$ cat config.mk
export PLATFORM = sky130hd
export DESIGN_NAME = display_writer
export DESIGN_NICKNAME = d
export VERILOG_FILES = /design/src/rtl/display_writer.sv
export SDC_FILE = /design/constraint.sdc
export NUM_CORES = 1
export LEC_CHECK = 0
export CAP_MARGIN = 0
export CORE_MARGIN = 1
export CORE_UTILIZATION = 60
export CTS_BUF_LIST = sky130_fd_sc_hd__clkbuf_2
export CTS_CLUSTER_SIZE = 30
export DETAILED_ROUTE_END_ITERATION = 10
export PLACE_DENSITY = 0.86
export SLEW_MARGIN = 40
export SYNTH_ARGS = -nofsm -noshare
export SYNTH_HDL_FRONTEND = slang
export SYNTH_SLANG_ARGS = --single-unit
export TNS_END_PERCENT = 10
$ cat constraint.sdc
create_clock -name clk -period 18.75 [get_ports clk]
set_input_delay 4.6875 -clock clk [delete_from_list [all_inputs] [get_ports clk]]
set_output_delay 4.6875 -clock clk [all_outputs]
set_load 0.05 [all_outputs]
$ cat src/rtl/display_writer.sv
// rtl/display_writer.sv - clipped solid-rectangle filler for the display memory write port
// Issues one store per cycle, widening to half/full words whenever alignment and remaining width allow.
module display_writer #(
  parameter int          H_RES     = 640,
  parameter int          V_RES     = 480,
  parameter logic [31:0] BASE_ADDR = 32'd0
) (
  input  logic        clk,
  input  logic        reset,
  input  logic        cmd_valid,
  output logic        cmd_ready,
  input  logic [9:0]  cmd_x0,
  input  logic [8:0]  cmd_y0,
  input  logic [9:0]  cmd_w,
  input  logic [8:0]  cmd_h,
  input  logic [7:0]  cmd_color,
  output logic        busy,
  output logic        done,
  output logic        wr_en_display,
  output logic        byteWrite,
  output logic        half_wordWrite,
  output logic        full_wordWrite,
  output logic [31:0] writeAddress,
  output logic [31:0] writeData
);

  typedef enum logic [1:0] {IDLE, SETUP, WRITE, DONE} state_t;

  localparam logic [10:0] H_LIM = 11'(H_RES);
  localparam logic [10:0] V_LIM = 11'(V_RES);

  state_t      state, state_nx;
  logic [10:0] x0_q, y0_q, w_q, h_q;
  logic [10:0] x_end_q, y_end_q, x_q, y_q;
  logic [7:0]  color_q;
  logic        fin_q;

  logic [10:0] x_sum, y_sum, xe_c, ye_c;
  logic        empty_c;
  logic [10:0] sel_x, sel_y, sel_xe, sel_ye, rem, step, nx;
  logic        is_full, is_half, row_end, last, issue;
  logic [31:0] addr_c;

  logic rdy_d, busy_d, done_d, wr_d, bw_d, hw_d, fw_d;

  assign x_sum   = x0_q + w_q;
  assign y_sum   = y0_q + h_q;
  assign xe_c    = (x_sum > H_LIM) ? H_LIM : x_sum;
  assign ye_c    = (y_sum > V_LIM) ? V_LIM : y_sum;
  assign empty_c = (w_q == 11'd0) || (h_q == 11'd0) || (x0_q >= H_LIM) || (y0_q >= V_LIM);

  // During SETUP the first store comes straight from the freshly clipped command.
  assign sel_x   = (state == SETUP) ? x0_q : x_q;
  assign sel_y   = (state == SETUP) ? y0_q : y_q;
  assign sel_xe  = (state == SETUP) ? xe_c : x_end_q;
  assign sel_ye  = (state == SETUP) ? ye_c : y_end_q;
  assign rem     = sel_xe - sel_x;
  assign is_full = (sel_x[1:0] == 2'b00) && (rem >= 11'd4);
  assign is_half = !is_full && !sel_x[0] && (rem >= 11'd2);
  assign step    = is_full ? 11'd4 : (is_half ? 11'd2 : 11'd1);
  assign nx      = sel_x + step;
  assign row_end = (nx == sel_xe);
  assign last    = row_end && ((sel_y + 11'd1) == sel_ye);
  assign addr_c  = BASE_ADDR + 32'(sel_y) * 32'(H_RES) + 32'(sel_x);
  assign issue   = ((state == SETUP) && !empty_c) || ((state == WRITE) && !fin_q);

  always_ff @(posedge clk) begin
    if (reset) state <= IDLE;
    else       state <= state_nx;
  end

  always_comb begin
    state_nx = state;
    case (state)
      IDLE:    if (cmd_valid) state_nx = SETUP;
      SETUP:   state_nx = empty_c ? DONE : WRITE;
      WRITE:   if (fin_q) state_nx = DONE;
      default: state_nx = IDLE;
    endcase
  end

  always_comb begin
    rdy_d  = (state_nx == IDLE);
    busy_d = (state_nx != IDLE);
    done_d = (state_nx == DONE);
    wr_d   = issue;
    fw_d   = issue && is_full;
    hw_d   = issue && is_half;
    bw_d   = issue && !is_full && !is_half;
  end

  always_ff @(posedge clk) begin
    if (reset) begin
      cmd_ready      <= 1'b1;
      busy           <= 1'b0;
      done           <= 1'b0;
      wr_en_display  <= 1'b0;
      byteWrite      <= 1'b0;
      half_wordWrite <= 1'b0;
      full_wordWrite <= 1'b0;
      writeAddress   <= 32'd0;
      x0_q <= '0; y0_q <= '0; w_q <= '0; h_q <= '0;
      x_end_q <= '0; y_end_q <= '0; x_q <= '0; y_q <= '0;
      color_q <= 8'd0;
      fin_q   <= 1'b0;
    end else begin
      cmd_ready      <= rdy_d;
      busy           <= busy_d;
      done           <= done_d;
      wr_en_display  <= wr_d;
      byteWrite      <= bw_d;
      half_wordWrite <= hw_d;
      full_wordWrite <= fw_d;
      if (state == IDLE && cmd_valid) begin
        x0_q    <= {1'b0, cmd_x0};
        y0_q    <= {2'b0, cmd_y0};
        w_q     <= {1'b0, cmd_w};
        h_q     <= {2'b0, cmd_h};
        color_q <= cmd_color;
        fin_q   <= 1'b0;
      end
      if (state == SETUP) begin
        x_end_q <= xe_c;
        y_end_q <= ye_c;
      end
      if (issue) begin
        writeAddress <= addr_c;
        x_q          <= row_end ? x0_q : nx;
        y_q          <= row_end ? sel_y + 11'd1 : sel_y;
        fin_q        <= last;
      end
    end
  end

  assign writeData = {4{color_q}};

endmodule

Yosys cells after proc, flatten, opt, wreduce, memory -nomap -nowiden --
Index checks and enable logic that the tools add are counted. Widths: inputs -> output; s select.
Operators by class: add/sub/neg operators 6, multiply operators 1, magnitude comparators 6, equality and inequality tests 5, multiplexer cells 16, reductions and logical operators 27
Operators with widths (count):
- $mux 11 | 7
- $add 21x11->22 | 1
- $eq 11x11->1 | 2
- $logic_not 11->1 | 2
- $mul 11x3->14 const B | 1
- $add 10x10->11 | 1
- $add 11x1->11 const B | 1
- $add 11x3->11 | 1
- $ge 11x2->1 const B | 1
- $ge 11x3->1 const B | 1
- $gt 11x10->1 const B | 1
- $logic_and 1x1->1 | 11
- $sub 11x11->11 | 1
- $add 9x9->10 | 1
- $ge 10x10->1 const B | 1
- $gt 10x9->1 const B | 1
- $mux 10 | 1
- $ge 9x9->1 const B | 1
- $logic_not 2->1 | 3
- $mux 2 | 3
- $pmux 2 s3 | 1
- $logic_not 1->1 | 5
- $eq 2x2->1 const B | 2
- $logic_or 1x1->1 | 4
- 4 further kinds | 7
Word-level totals: flip-flop bits (word level) 132, logic and storage cells 80

Logic depth before layout (Yosys ltp) --
word-level depth 16, mapped depth 33, depth with buffers taken out 32

Least setup slack after synthesis --
Ideal clock, no wire load.
path type reg2reg, from reg state[0], to reg y_q[10], setup time 0.133 ns, data arrival time 7.354 ns, data required time 18.617 ns, path slack 11.263 ns, cell stages (with the launch flop) 31, path buffers 9, cells stage by stage dfxtp_1 > ha_1 > buf_2 > buf_2 > buf_2 > buf_2 > buf_2 > clkbuf_1 > clkbuf_1 > buf_1 > mux2i_1 > ha_1 > nor2b_1 > o31a_1 > o311a_1 > or4_1 > a21oi_1 > nand3b_1 > o21ai_0 > a21oi_1 > ha_1 > o31ai_1 > a21oi_1 > xnor2_1 > mux2_2 > a2111oi_0 > o2111ai_1 > or4_4 > buf_6 > o31ai_1 > a31oi_1
Between the ends: longest elaborated chain between the ends 13, elaborated cells on any way between the ends 23, classes of those cells add/sub (3); order compare (2); eq/ne (3); mux (6); reduce/logical (9)
Ends and longest elaborated chain:
- start, declared | RTL line 32 | state_t state, state_nx;
- start signal, assigned | RTL line 69 | else state <= state_nx;
- $eq 2x1->1
- $mux 11 (on tied branches)
- $sub 11x11->11 | RTL line 57 | assign rem = sel_xe - sel_x;
- $ge 11x3->1 | RTL line 58 | assign is_full = (sel_x[1:0] == 2'b00) && (rem >= 11'd4);
- $logic_and 1x1->1 | RTL line 58
- $logic_not 1->1 | RTL line 59 | assign is_half = !is_full && !sel_x[0] && (rem >= 11'd2);
- $logic_and 1x1->1 (2 in a row) | RTL line 59
- $mux 2 | RTL line 60 | assign step = is_full ? 11'd4 : (is_half ? 11'd2 : 11'd1);
- $mux 3 | RTL line 60
- $add 11x3->11 | RTL line 61 | assign nx = sel_x + step;
- $eq 11x11->1 | RTL line 62 | assign row_end = (nx == sel_xe);
- $mux 11 | RTL line 129 | y_q <= row_end ? sel_y + 11'd1 : sel_y;
- end signal, assigned | RTL line 129
- end, declared | RTL line 34 | logic [10:0] x_end_q, y_end_q, x_q, y_q;
Several ways; a longest one is shown, not always the timed one. A chain may end at the register's enable or synchronous reset.

Worst setup path in the final report --
from reg x0_q[0], to reg y_q[7]
Between the ends: longest elaborated chain between the ends 15, elaborated cells on any way between the ends 25, classes of those cells add/sub (3); order compare (4); eq/ne (1); mux (6); reduce/logical (11)
Ends and longest elaborated chain:
- start, declared | RTL line 33 | logic [10:0] x0_q, y0_q, w_q, h_q;
- start signal, assigned | RTL line 115 | x0_q <= {1'b0, cmd_x0};
- $add 10x10->11 (*) | RTL line 46 | assign x_sum = x0_q + w_q;
- $gt 11x10->1 | RTL line 48 | assign xe_c = (x_sum > H_LIM) ? H_LIM : x_sum;
- $mux 11 (*) | RTL line 48
- $mux 11 (*)
- named net sel_xe[1] | RTL line 40 | logic [10:0] sel_x, sel_y, sel_xe, sel_ye, rem, step, nx;
- $sub 11x11->11 | RTL line 57
- $ge 11x3->1 | RTL line 58
- $logic_and 1x1->1 | RTL line 58
- $logic_not 1->1 | RTL line 59
- $logic_and 1x1->1 (2 in a row) | RTL line 59
- $mux 2 | RTL line 60
- $mux 3 | RTL line 60
- $add 11x3->11 | RTL line 61
- $eq 11x11->1 (*) | RTL line 62
- $mux 11 (*) | RTL line 129
Mark *: on every way through the listed nets, which the timed path passes. The rest lies on a longest branch.

==> results.yml <==
global_routing:
  grt_pass1_vias: 7636
  grt_max_degree: 86
  grt_pass1_wl_um: 36200
  grtUsageTotal: 0.299
  antenna_found_initial: 0
  grt_overflow_total: 0
route:
  drt_iter0_drc: 803
  drtAntennaViolNets: 0
  wl_per_cell_um: 16.2
  via_per_inst: 6.15
  drc: 0
  dr_total_vias: 8573
  drt-total-wl_um: 22600
  dr.pass1.iters: 5
clock_network:
  cts_root_buf: "clkbuf_2"
  cts-buffers-inserted: 17
  clkLatencyLatePin_ns: 0.76
  post_cts_buffers: 0
  cts_tree: "done"
  cts.sinks: 122
  clk_pin_slew_ns: 0.17
  cts_hold_buffers: 0
  cts_htree_levels: 4
  clk_path_buf_depth: 2
  post_cts_resized: 0
worst_setup_path:
  required_ns: 19.35
  critPathKind: "flip-flop to flip-flop"
  path_max_fanout: 15
  critical-path-slowest-cell: "or4_4"
  critPathLaunchType: "flip-flop"
  max_stage_delay_ns: 0.64
  cp-end-kind: "flip-flop"
  cp.arrival_ns: 9.11
placed_design:
  routabilityCongestion: 0.925
  numPortBuffers: 109
  dpl-instance-area_mm2: 0.00984
  hpwl_um: 16400
  dp_cells: 1364
  pre_cts_slack_ns: 10.39
sta:
  tns_ns: 0
  hold_ws_ns: 0.482
  fmax_ghz: 0.118
  fin_skew_ns: 0.0307
  worst_slack_ns: 10.25
  setup_viol: 0
  hold_violations: 0
  period_share: 0.453
  finalMaxSlewViolations: 0
  tightest_slew_ns: 0.704
  slew_headroom: 0.517
  min_period_ns: 8.50
  rsz0062_at_grt: "no"
synth:
  yosys-top-cells-count: "nand2_1 (146), dfxtp_1 (122), a21oi_1 (94)"
  yosys_most_used_dff: "dfxtp_1"
  syn_area_mm2: 0.00891
  synthCells: 1149
  synth-edff-count: 0
  synth_top_area_share: 0.274
  yosys-top-cells-area: "dfxtp_1 (27%), ha_1 (8.1%), nand2_1 (6.2%)"
  yosysMostFrequentCell: "nand2_1"
  synth-seq-area-share: 0.274
  yosys_register_bits: 122
  avgSynthCellArea_um2: 7.75
  ys_warn_count: 0
  synth.distinct_cells: 82
  synthArstFlopShare: 0
  synth_largest_area_cell: "dfxtp_1"
power_and_ir_drop:
  power_density_mw_per_mm2: 164
  p_switching_uw: 850
  ir_drop_mv: 0.155
  pwr-share-seq: 0.220
  clkPwrFrac: 0.114
  switching_share: 0.513
  p_int_uw: 807
  power_mw: 1.66
  p_leak_nw: 4.01
  combPwrFrac: 0.666
run_status:
  status: "finished clean"
floorplan:
  die_w_um: 124
  die_h_um: 124
  ioPinCount: 120
  rows: 44
  start_util: 0.613
  design.core.area_mm2: 0.0145
  die_area_mm2: 0.0153
cells_and_area:
  drive_above_1_share: 0.0604
  fin_util: 0.694
  postLayoutCellArea_mm2: 0.0101
  finalNonFillerCells: 1393
  area_growth_pct: 13.3
  n_antenna_cell: 0
  finalNetCount: 1311
worst_hold_path:
  hold_path.class: "flip-flop to flip-flop"
run:
  max_cap_violations: 0
-- state kept, by name (all words and copies together) (netlist names), 2 cells and up --
register / cells
w_q: 10
color_q: 8
y_end_q: 11
h_q: 9
writeAddress: 22
x0_q: 10
state: 2
y_q: 11
y0_q: 9
x_end_q: 11
x_q: 11
-- power groups by stage --
stage | clock network (mW) | registers [mW] | logic, mW
after floorplan | 0 | 0.427 | 0.782
after global placement | 0 | 0.367 | 1.07
after detailed placement | 0 | 0.370 | 1.08
after CTS | 0.189 | 0.364 | 1.09
after global routing | 0.201 | 0.371 | 1.21
final | 0.189 | 0.364 | 1.10
-- routing by layer --
metal | track usage | share of wire | vias up
met5 | 0 | 0 | -
met4 | 0.120 | 0.033 | 0
met3 | 0.0517 | 0.050 | 70
met2 | 0.498 | 0.48 | 306
met1 | 0.382 | 0.43 | 3998
li1 | - | - | 4199
-- critical path, delay by kind of cell, from the launching register on --
family | cells | cell delay [ns]
AO/OA/AOI/OAI | 13 | 3.51
XOR/XNOR | 2 | 0.52
adder cells (fa/ha/maj) | 4 | 1.13
buffers and inverters | 2 | 0.13
flip-flops | 1 | 0.43
multiplexers | 1 | 0.39
AND/OR/NAND/NOR | 9 | 2.27
-- cells by family after synthesis --
family / Yosys count / share of synthesized area
flops: 122 / 0.274
buf+inv: 146 / 0.0792
fa+ha+maj: 63 / 0.0927
other cells: 1 / 0.000421
mux: 27 / 0.0325
compound gates: 300 / 0.226
xor+xnor: 52 / 0.0511
simple gates: 438 / 0.244
-- path summary, 6_finish.rpt --
| check | startpoint | endpoint | slack [ns] | cells after the start |
|---|---|---|---|---|
| min | writeAddress[10]$_SDFFE_PP0N_ | writeAddress[10]$_SDFFE_PP0N_ | 0.48 | 2 |
| max reg2reg | x0_q[0]$_SDFFE_PP0P_ | y_q[7]$_SDFFE_PP0N_ | 10.25 | 31 |
| max | x0_q[0]$_SDFFE_PP0P_ | y_q[7]$_SDFFE_PP0N_ | 10.25 | 31 |
| min reg2reg | writeAddress[10]$_SDFFE_PP0N_ | writeAddress[10]$_SDFFE_PP0N_ | 0.48 | 2 |
-- placed cells by master, fill, tap and decap left out, types with 9 or more instances in the layout --
cell type	Yosys	final
mux2i_1	17	17
nand2b_1	16	16
and2_1	16	16
a31oi_1	15	15
o211ai_1	9	9
o21a_1	13	13
buf_4	34	9
a211oi_1	26	26
nand4_1	10	10
nor3_1	22	22
o21ai_0	51	50
xnor2_1	36	36
a21oi_1	94	94
dfxtp_1	122	122
or3_1	10	10
and3_1	11	11
o311ai_0	11	11
xor2_1	16	16
ha_1	58	57
nor4_1	15	13
nor2b_1	14	14
inv_1	50	49
a21o_1	14	14
nand2_1	146	146
clkdlybuf4s50_1	0	108
nor2_1	84	84
clkbuf_2	0	20
nand3_1	45	45
conb_1	1	10
-- final cells by class --
class	count	area [um2]
clock buffers	20	100
clock inverters	9	150
fillers	1236	4450
inverters	50	188
multi-input cells	890	5820
flip-flops and latches	122	2440
well taps	184	230
repair buffers	118	1160
Power figures use the tool's default switching activity.
